<file path="config.mk">
export PLATFORM = sky130hd
export DESIGN_NAME = pc_sequencer
export DESIGN_NICKNAME = d
export VERILOG_FILES = /design/src/rtl/mips_fetch_pkg.sv /design/src/rtl/add4.sv /design/src/rtl/pc_sequencer.sv
export SDC_FILE = /design/constraint.sdc
export NUM_CORES = 1
export LEC_CHECK = 0
export CAP_MARGIN = 20
export CORE_MARGIN = 8
export CORE_UTILIZATION = 43
export DETAILED_ROUTE_END_ITERATION = 10
export PLACE_DENSITY = 0.8
export SKIP_LAST_GASP = 1
export SLEW_MARGIN = 0
export SYNTH_ARGS = -nofsm -noshare
export SYNTH_HDL_FRONTEND = slang
export SYNTH_SLANG_ARGS = --single-unit
</file>
<file path="constraint.sdc">
create_clock -name clk -period 2.1 [get_ports clk]
set_input_delay 0.21 -clock clk [delete_from_list [all_inputs] [get_ports clk]]
set_output_delay 0.21 -clock clk [all_outputs]
set_load 0.05 [all_outputs]
</file>
<file path="src/rtl/mips_fetch_pkg.sv">
//------------------------------------------------------------------------------
// Module   : mips_fetch_pkg
// Purpose  : Shared fetch-stage types and constants. Holds the fetch FSM state
//            encoding, the datapath width and the default reset PC.
// Revision : 1.0  initial release
//------------------------------------------------------------------------------
`default_nettype none

package mips_fetch_pkg;

  localparam int XLEN = 32;

  localparam logic [XLEN-1:0] RESET_PC_DEFAULT = 32'h0000_0000;

  // IDLE: one dead cycle out of reset; FETCH: normal sequencing;
  // DROP: waiting for the ack of a request that a redirect orphaned
  typedef enum logic [1:0] {
    ST_IDLE  = 2'd0,
    ST_FETCH = 2'd1,
    ST_DROP  = 2'd2
  } fetch_state_t;

endpackage

`default_nettype wire

</file>
<file path="src/rtl/add4.sv">
//------------------------------------------------------------------------------
// Module   : add4
// Purpose  : PC incrementer, returns i_a + 4 modulo 2^W.
// Revision : 1.0  initial release
//------------------------------------------------------------------------------
`default_nettype none

module add4 #(
  parameter int W = 32
) (
  input  logic [W-1:0] i_a,
  output logic [W-1:0] o_sum
);

  // Carry out of the top bit is dropped, so the all-ones word aligned PC wraps to 0
  assign o_sum = i_a + W'(4);

endmodule

`default_nettype wire

</file>
<file path="src/rtl/pc_sequencer.sv">
//------------------------------------------------------------------------------
// Module   : pc_sequencer
// Purpose  : Fetch-stage controller. Owns the architectural PC, issues one
//            outstanding instruction-memory request at a time, buffers one
//            instruction toward decode and redirects on taken branches.
// Config   : PC_SEQ_JUMP_EN - adds JumpD/JumpIdxD/PCPlus4D and jump redirects.
// Revision : 1.0  initial release
//------------------------------------------------------------------------------
`default_nettype none

module pc_sequencer
  import mips_fetch_pkg::*;
#(
  parameter logic [XLEN-1:0] RESET_PC = RESET_PC_DEFAULT
) (
  input  logic            clk,
  input  logic            rst_n,
  input  logic            StallF,
  input  logic            PCSrcD,
  input  logic [XLEN-1:0] PCBranchD,
`ifdef PC_SEQ_JUMP_EN
  input  logic            JumpD,
  input  logic [25:0]     JumpIdxD,
  input  logic [XLEN-1:0] PCPlus4D,
`endif
  output logic            imem_req,
  output logic [XLEN-1:0] imem_addr,
  input  logic            imem_ack,
  input  logic [XLEN-1:0] imem_rdata,
  output logic [XLEN-1:0] PCF,
  output logic [XLEN-1:0] InstrF,
  output logic [XLEN-1:0] PCPlus4F,
  output logic            ValidF
);

  fetch_state_t    r_state;
  fetch_state_t    w_state_nxt;
  logic [XLEN-1:0] r_pcf;
  logic [XLEN-1:0] r_addr;
  logic [XLEN-1:0] r_instr;
  logic [XLEN-1:0] r_pcplus4;
  logic            r_valid;
  logic            r_outstanding;

  logic            w_req;
  logic            w_redirect;
  logic [XLEN-1:0] w_target;
  logic [XLEN-1:0] w_pcf_plus4;
  logic [XLEN-1:0] w_pcf_nxt;
  logic            w_ack_take;
  logic            w_unused;

  add4 #(.W(XLEN)) u_add4 (
    .i_a   (r_pcf),
    .o_sum (w_pcf_plus4)
  );

  // Redirect selection: branch has priority over jump; targets are word aligned
  always_comb begin
    w_redirect = PCSrcD;
    w_target   = {PCBranchD[XLEN-1:2], 2'b00};
`ifdef PC_SEQ_JUMP_EN
    if (!PCSrcD && JumpD) begin
      w_redirect = 1'b1;
      w_target   = {PCPlus4D[31:28], JumpIdxD, 2'b00};
    end
`endif
  end

`ifdef PC_SEQ_JUMP_EN
  assign w_unused = ^{PCBranchD[1:0], PCPlus4D[27:0]};
`else
  assign w_unused = ^PCBranchD[1:0];
`endif

  // FSM state register
  always_ff @(posedge clk or negedge rst_n) begin
    if (!rst_n) r_state <= ST_IDLE;
    else        r_state <= w_state_nxt;
  end

  // Next-state and request decode; a new request only issues when the buffer
  // is empty or being drained, so an ack can never overwrite a held instruction
  always_comb begin
    w_state_nxt = r_state;
    w_req       = 1'b0;
    unique case (r_state)
      ST_IDLE: w_state_nxt = ST_FETCH;
      ST_FETCH: begin
        w_req = r_outstanding || !(r_valid && StallF);
        if (w_redirect && w_req && !imem_ack) w_state_nxt = ST_DROP;
      end
      ST_DROP: begin
        w_req = 1'b1;
        if (imem_ack) w_state_nxt = ST_FETCH;
      end
      default: w_state_nxt = ST_IDLE;
    endcase
  end

  assign w_ack_take = (r_state == ST_FETCH) && w_req && imem_ack;

  // Next PC: redirect beats sequential advance; nothing moves in IDLE
  always_comb begin
    w_pcf_nxt = r_pcf;
    if (r_state != ST_IDLE) begin
      if (w_redirect)      w_pcf_nxt = w_target;
      else if (w_ack_take) w_pcf_nxt = w_pcf_plus4;
    end
  end

  // Fetch datapath: PC, request address shadow, decode buffer
  always_ff @(posedge clk or negedge rst_n) begin
    if (!rst_n) begin
      r_pcf         <= RESET_PC;
      r_addr        <= RESET_PC;
      r_instr       <= '0;
      r_pcplus4     <= '0;
      r_valid       <= 1'b0;
      r_outstanding <= 1'b0;
    end else begin
      r_pcf <= w_pcf_nxt;
      // While an orphaned request is pending the old address must stay on the bus
      if (w_state_nxt != ST_DROP) r_addr <= w_pcf_nxt;
      r_outstanding <= (r_state == ST_FETCH) && w_req && !imem_ack && !w_redirect;
      if (r_state == ST_FETCH) begin
        if (w_redirect) begin
          r_valid <= 1'b0;
        end else if (w_ack_take) begin
          r_valid   <= 1'b1;
          r_instr   <= imem_rdata;
          r_pcplus4 <= w_pcf_plus4;
        end else if (r_valid && !StallF) begin
          r_valid <= 1'b0;
        end
      end
    end
  end

  assign imem_req  = w_req;
  assign imem_addr = r_addr;
  assign PCF       = r_pcf;
  assign InstrF    = r_instr;
  assign PCPlus4F  = r_pcplus4;
  assign ValidF    = r_valid;

endmodule

`default_nettype wire

</file>
== Word-level counts from Yosys, hierarchy flattened ==
Cells that the tools add are included.

* $add $sub $neg: 1
* Equal/unequal tests: 3
* Mux-type cells: 10
* Bitwise logic cells: 1
* Reduce and logical (&&, ||, !) cells: 18

{| class="wikitable"
|+ Operators with widths
! kind !! number
|-
| 32-bit 2-to-1 mux || 3
|-
| 32-bit by 3-bit adder with 32-bit output, second input constant || 1
|-
| 1-bit logical AND || 8
|-
| 2-bit one-hot mux with 3 select lines || 1
|-
| 1-bit zero test || 4
|-
| 2-bit 2-to-1 mux || 2
|-
| 1-bit 2-to-1 mux || 3
|-
| 3-bit AND reduction || 1
|-
| 3-bit nonzero test || 1
|-
| 2-bit by 1-bit == test with 1-bit output, second input constant || 1
|-
| 2-bit == test, second input constant || 1
|-
| 2-bit zero test || 1
|-
| 2-bit != test, second input constant || 1
|-
| 1-bit one-hot mux with 2 select lines || 1
|-
| 2-bit AND reduction || 1
|-
| 2-bit nonzero test || 1
|-
| 1-bit logical OR || 1
|-
| 1-bit NOT || 1
|}

* Bits in registers: 132
* Bits of input ports: 69
* Output and inout port bits: 130
* Word-level logic and storage cells: 40

== Logic depth before layout (Yosys ltp) ==
* Word-level depth: 9
* Gate-level depth with buffers: 10
* Mapped depth without buffers: 7

== Hierarchy ==
A second synthesis with hierarchy kept.

* Cells, all modules: 438
* Area total of the unflattened synthesis: 6050.8 um2

{| class="wikitable"
|+ Modules (own cells, without submodules)
! module !! instances !! cells an instance !! area each (um2) !! sequential area each (um2)
|-
| pc_sequencer || 1 || 355 || 5470.2 || 3303.2
|-
| add4 || 1 || 83 || 580.6 || 0.0
|}

== Worst setup path after synthesis ==
Ideal clock, no wire load.

* Path kind: register to register
* Start: reg r_pcf[2], in the netlist PCF[2]
* End: reg r_addr[30], in the netlist imem_addr[30]
* Arrival: 2.494 ns
* Data required time: 1.975 ns
* Slack: -0.518 ns
* Cell stages (with the launch flop): 7
* Path buffers: 0
* Path through: dfrtp_1 > ha_1 > nand3_2 > or4_1 > o41ai_1 > a31oi_1 > mux2_2

* Cells in the longest elaborated chain, start to end: 4

{| class="wikitable"
|+ RTL lines
! what !! line !! RTL
|-
| from (decl) || pc_sequencer.sv:38 || <nowiki>logic [XLEN-1:0] r_pcf;</nowiki>
|-
| from (signal assigned) || pc_sequencer.sv:122 || <nowiki>r_pcf <= w_pcf_nxt;</nowiki>
|-
| 32-bit by 3-bit adder with 32-bit output || add4.sv:16 || <nowiki>assign o_sum = i_a + W'(4);</nowiki>
|-
| 32-bit 2-to-1 mux || pc_sequencer.sv:108 || <nowiki>else if (w_ack_take) w_pcf_nxt = w_pcf_plus4;</nowiki>
|-
| 32-bit 2-to-1 mux || pc_sequencer.sv:107 || <nowiki>if (w_redirect) w_pcf_nxt = w_target;</nowiki>
|-
| 32-bit 2-to-1 mux || pc_sequencer.sv:106 || <nowiki>if (r_state != ST_IDLE) begin</nowiki>
|-
| net w_pcf_nxt[30] || pc_sequencer.sv:49 || <nowiki>logic [XLEN-1:0] w_pcf_nxt;</nowiki>
|-
| to (signal assigned) || pc_sequencer.sv:124 || <nowiki>if (w_state_nxt != ST_DROP) r_addr <= w_pcf_nxt;</nowiki>
|-
| to (decl) || pc_sequencer.sv:39 || <nowiki>logic [XLEN-1:0] r_addr;</nowiki>
|}

The timed path passes the listed nets, and every way through them passes these cells.
A chain may end at the register's enable or synchronous reset.

== Worst setup path in the final report ==
* Start: reg r_state[1]
* End: reg r_addr[13], in the netlist imem_addr[13]

* Cells in the longest elaborated chain, start to end: 7
* Elaborated cells on any way between the ends: 14

{| class="wikitable"
|+ RTL lines
! what !! line !! RTL
|-
| from (decl) || pc_sequencer.sv:36 || <nowiki>fetch_state_t r_state;</nowiki>
|-
| from (signal assigned) || pc_sequencer.sv:79 || <nowiki>else r_state <= w_state_nxt;</nowiki>
|-
| 2-bit == test or 2-bit by 1-bit == test with 1-bit output (tied branches) || pc_sequencer.sv:87, pc_sequencer.sv:101 ||
|-
| 1-bit one-hot mux with 2 select lines || pc_sequencer.sv:87 || <nowiki>unique case (r_state)</nowiki>
|-
| 1-bit logical AND (2 in series) || pc_sequencer.sv:101 || <nowiki>assign w_ack_take = (r_state == ST_FETCH) && w_req && imem_ack;</nowiki>
|-
| 32-bit 2-to-1 mux || pc_sequencer.sv:108 ||
|-
| 32-bit 2-to-1 mux || pc_sequencer.sv:107 ||
|-
| 32-bit 2-to-1 mux * || pc_sequencer.sv:106 ||
|-
| net w_pcf_nxt[13] || pc_sequencer.sv:49 ||
|}

Mark *: on every way through the listed nets, which the timed path passes. The rest lies on a longest branch.

==> reports/metrics.yaml <==
global_route:
  grtUsageTotal_pct: 24.5
  grt_pass1_wl_microns: 35800
  grt_pass1_vias: 6560
  overflow: 0
  grt_max_degree: 59
  antenna_found_initial: 0
setup_path:
  crit_fanout: 6
  critPathCaptureType: "flip-flop"
  worstPathCellList: "inv_4 > ha_4 > buf_6 > nand4b_1 > nor2_4 > buf_4 > and4_1 > nor3_2 > mux2_2"
  critical-path-max-stage-delay_ps: 420
  startpoint_type: "flip-flop"
  cp.required_ps: 2410
  worstPathArrival_ps: 2440
  worstSetupPathType: "reg2reg"
  slowest_stage: "dfrtp_2"
clock_tree:
  cts_tree: "built"
  clk_pin_slew_ps: 60
  clock_latency_ps: 420
  cts_sinks: 132
  cts_root_buffer: "clkbuf_16"
  cts_buffers: 17
  cts_max_level: 4
  clock_path_buffers: 2
synth:
  async_flop_share_pct: 100
  yosys.area.top_type_share_pct: 51.7
  synth_nets: 746
  synth_seq_cells: 132
  mappedNetlistArea_sq_um: 6390
  synth_cells: 672
  synth.distinct_cells: 61
  ys_seq_area_share_pct: 51.7
  syn_area_per_cell_sq_um: 9.51
  yosysWarnings: 0
  synth-edff-count: 0
  synthFlopType: "dfrtp_1"
  synth_area_leaders: "dfrtp_1, nand2_1, mux2_2, o21ai_0, xnor2_1"
  synth_top_area_cell: "dfrtp_1"
timing:
  maxSlewHeadroom_pct: 61.4
  fin_skew_ps: 4.57
  tns_ps: -70.4
  drv_slew: 0
  rsz0062_at_grt: "yes"
  finalHoldViolations: 0
  final.min_clock_period_ps: 2140
  hold_ws_ps: 309
  finalSetupViolCount: 3
  finalWorstSetupSlack_ps: -35.3
  worst_pin_slew_ps: 578
  fmax_ghz: 0.468
  timing.final.crit_share_pct: 102
die:
  die-area_sq_um: 19000
  core-area_sq_um: 14500
  die_w_microns: 138
  boundaryPins: 199
  die_h_microns: 138
  start_util_pct: 44.0
  rows: 44
placed_design:
  port_buffers: 196
  finalWeightedCongestion: 0.918
  hpwl_microns: 17400
  dp_cells: 1127
  placed_cell_area_sq_um: 9510
job:
  drv_cap: 0
power:
  p_per_area_nw_per_um2: 1900
  ir_worst_vdd_mv: 1.22
  power_leakage_nw: 4.62
detailed_routing:
  post_drt_via_cell_ratio: 5.62
  drc_errors: 0
  first_pass_iters: 5
  ant_nets: 0
  vias: 6609
  wire_per_inst_microns: 20.8
  detail_route.iter0.violations: 733
  wl_microns: 24500
final_layout:
  nFillCells: 1040
  final_common_cell: "clkdlybuf4s50_1"
  fin_area_sq_um: 10600
  diodes: 0
  final_nets: 1053
  layout_common_cells: "clkdlybuf4s50_1, nand2_1, buf_4"
  postLayoutCoreUtil_pct: 73.2
  stdcell_count: 1176
  syn_to_final_growth_pct: 66.3
  drive_gt1_share_pct: 27.9
status:
  violations: "setup timing"
  status: "complete, but fails checks"
hold_path:
  hold_path.class: "in2async"
-- cell families after synthesis --
logic type / after synthesis / synth area share [%]
adders and majority gates: 5 / 0.978
muxes: 26 / 4.76
and+or+nand+nor: 301 / 22.4
xor gates and xnor gates: 24 / 3.29
DFF: 132 / 51.7
buffers and inverters: 61 / 4.07
AOI/OAI and AO/OA: 123 / 12.8
-- worst paths after layout --
check,from,to,slack [ps],cells past startpoint
max in group asynchronous,rst_n,PCF[14],1080,3
worst min register to register,InstrF[25],InstrF[25],470,2
worst max register to register,r_state[1],imem_addr[13],-40,9
min in group clk,imem_rdata[7],InstrF[7],310,3
worst min-delay path,rst_n,imem_addr[27],310,2
worst max-delay path,r_state[1],imem_addr[13],-40,9
-- critical path, delay by kind of cell, from the launching register on --
kind / cells / cell delay, ps
mux: 1 / 270
buf+inv: 3 / 330
flops: 1 / 420
simple gates: 4 / 720
fa+ha+maj: 1 / 260
-- routing by layer --
metal,global-route usage (%),vias up,routed length (microns),part of all wire [%]
met5,0,-,0,0
met4,11.8,0,948,3.9
met3,5.14,82,1870,7.6
met2,39.5,341,12100,49
met1,30.9,3192,9600,39
li1,-,2994,-,-
-- per-stage QoR --
stage	setup slack [ps]	power, mW
4_1_cts	-16.4	19.7
3_3_place_gp	-195	16.0
3_5_place_dp	-198	16.2
2_1_floorplan	-152	11.6
5_1_grt	-116	21.1
6_report	-35.3	20.3
-- flip-flops by register name, summed over array words and instances, names as in the netlist --
signal         flops
InstrF            32
PCF               32
PCPlus4F          32
imem_addr         32
r_state            2
ValidF             1
r_outstanding      1
-- cell type report --
cell class / count / area [sq um] / area share [%]
flip-flops and latches: 132 / 3330 / 31.3
multi-input cells: 479 / 3210 / 30.2
repair buffers: 332 / 3150 / 29.6
clock buffers: 21 / 470 / 4.42
well taps: 184 / 230 / 2.16
clock inverters: 11 / 173 / 1.62
inverters: 17 / 66.3 / 0.624
-- where the power goes --
group	internal (mW)	leakage, nW	total [mW]	switching [mW]
clock network	2.09	0.314	3.23	1.14
registers	3.75	1.62	4.63	0.881
logic	4.66	2.70	12.4	7.73
total	10.5	4.62	20.3	9.76
-- cells in the mapped netlist (7+ instances only) --
cell	count
o22ai_1	7
nor2_1	24
clkbuf_1	27
a22oi_1	14
nand2_1	168
dfrtp_1	132
a31oi_1	12
nand3_1	20
nand4_1	11
buf_2	10
inv_1	17
mux2_2	23
xor2_1	7
nor4_1	14
xnor2_1	17
nor3_1	20
a21oi_1	14
o21ai_0	38
-- what timing repair did --
item,4_1_cts,5_1_grt
endpoints found under the hold margin,55,0
cloned,0,3
resized for setup,25,39
hold buffers,1,0
pin swaps,5,17
setup endpoints to repair,39,40
buffers inserted,4,9
No activity file was read; power rests on OpenSTA's default activity.
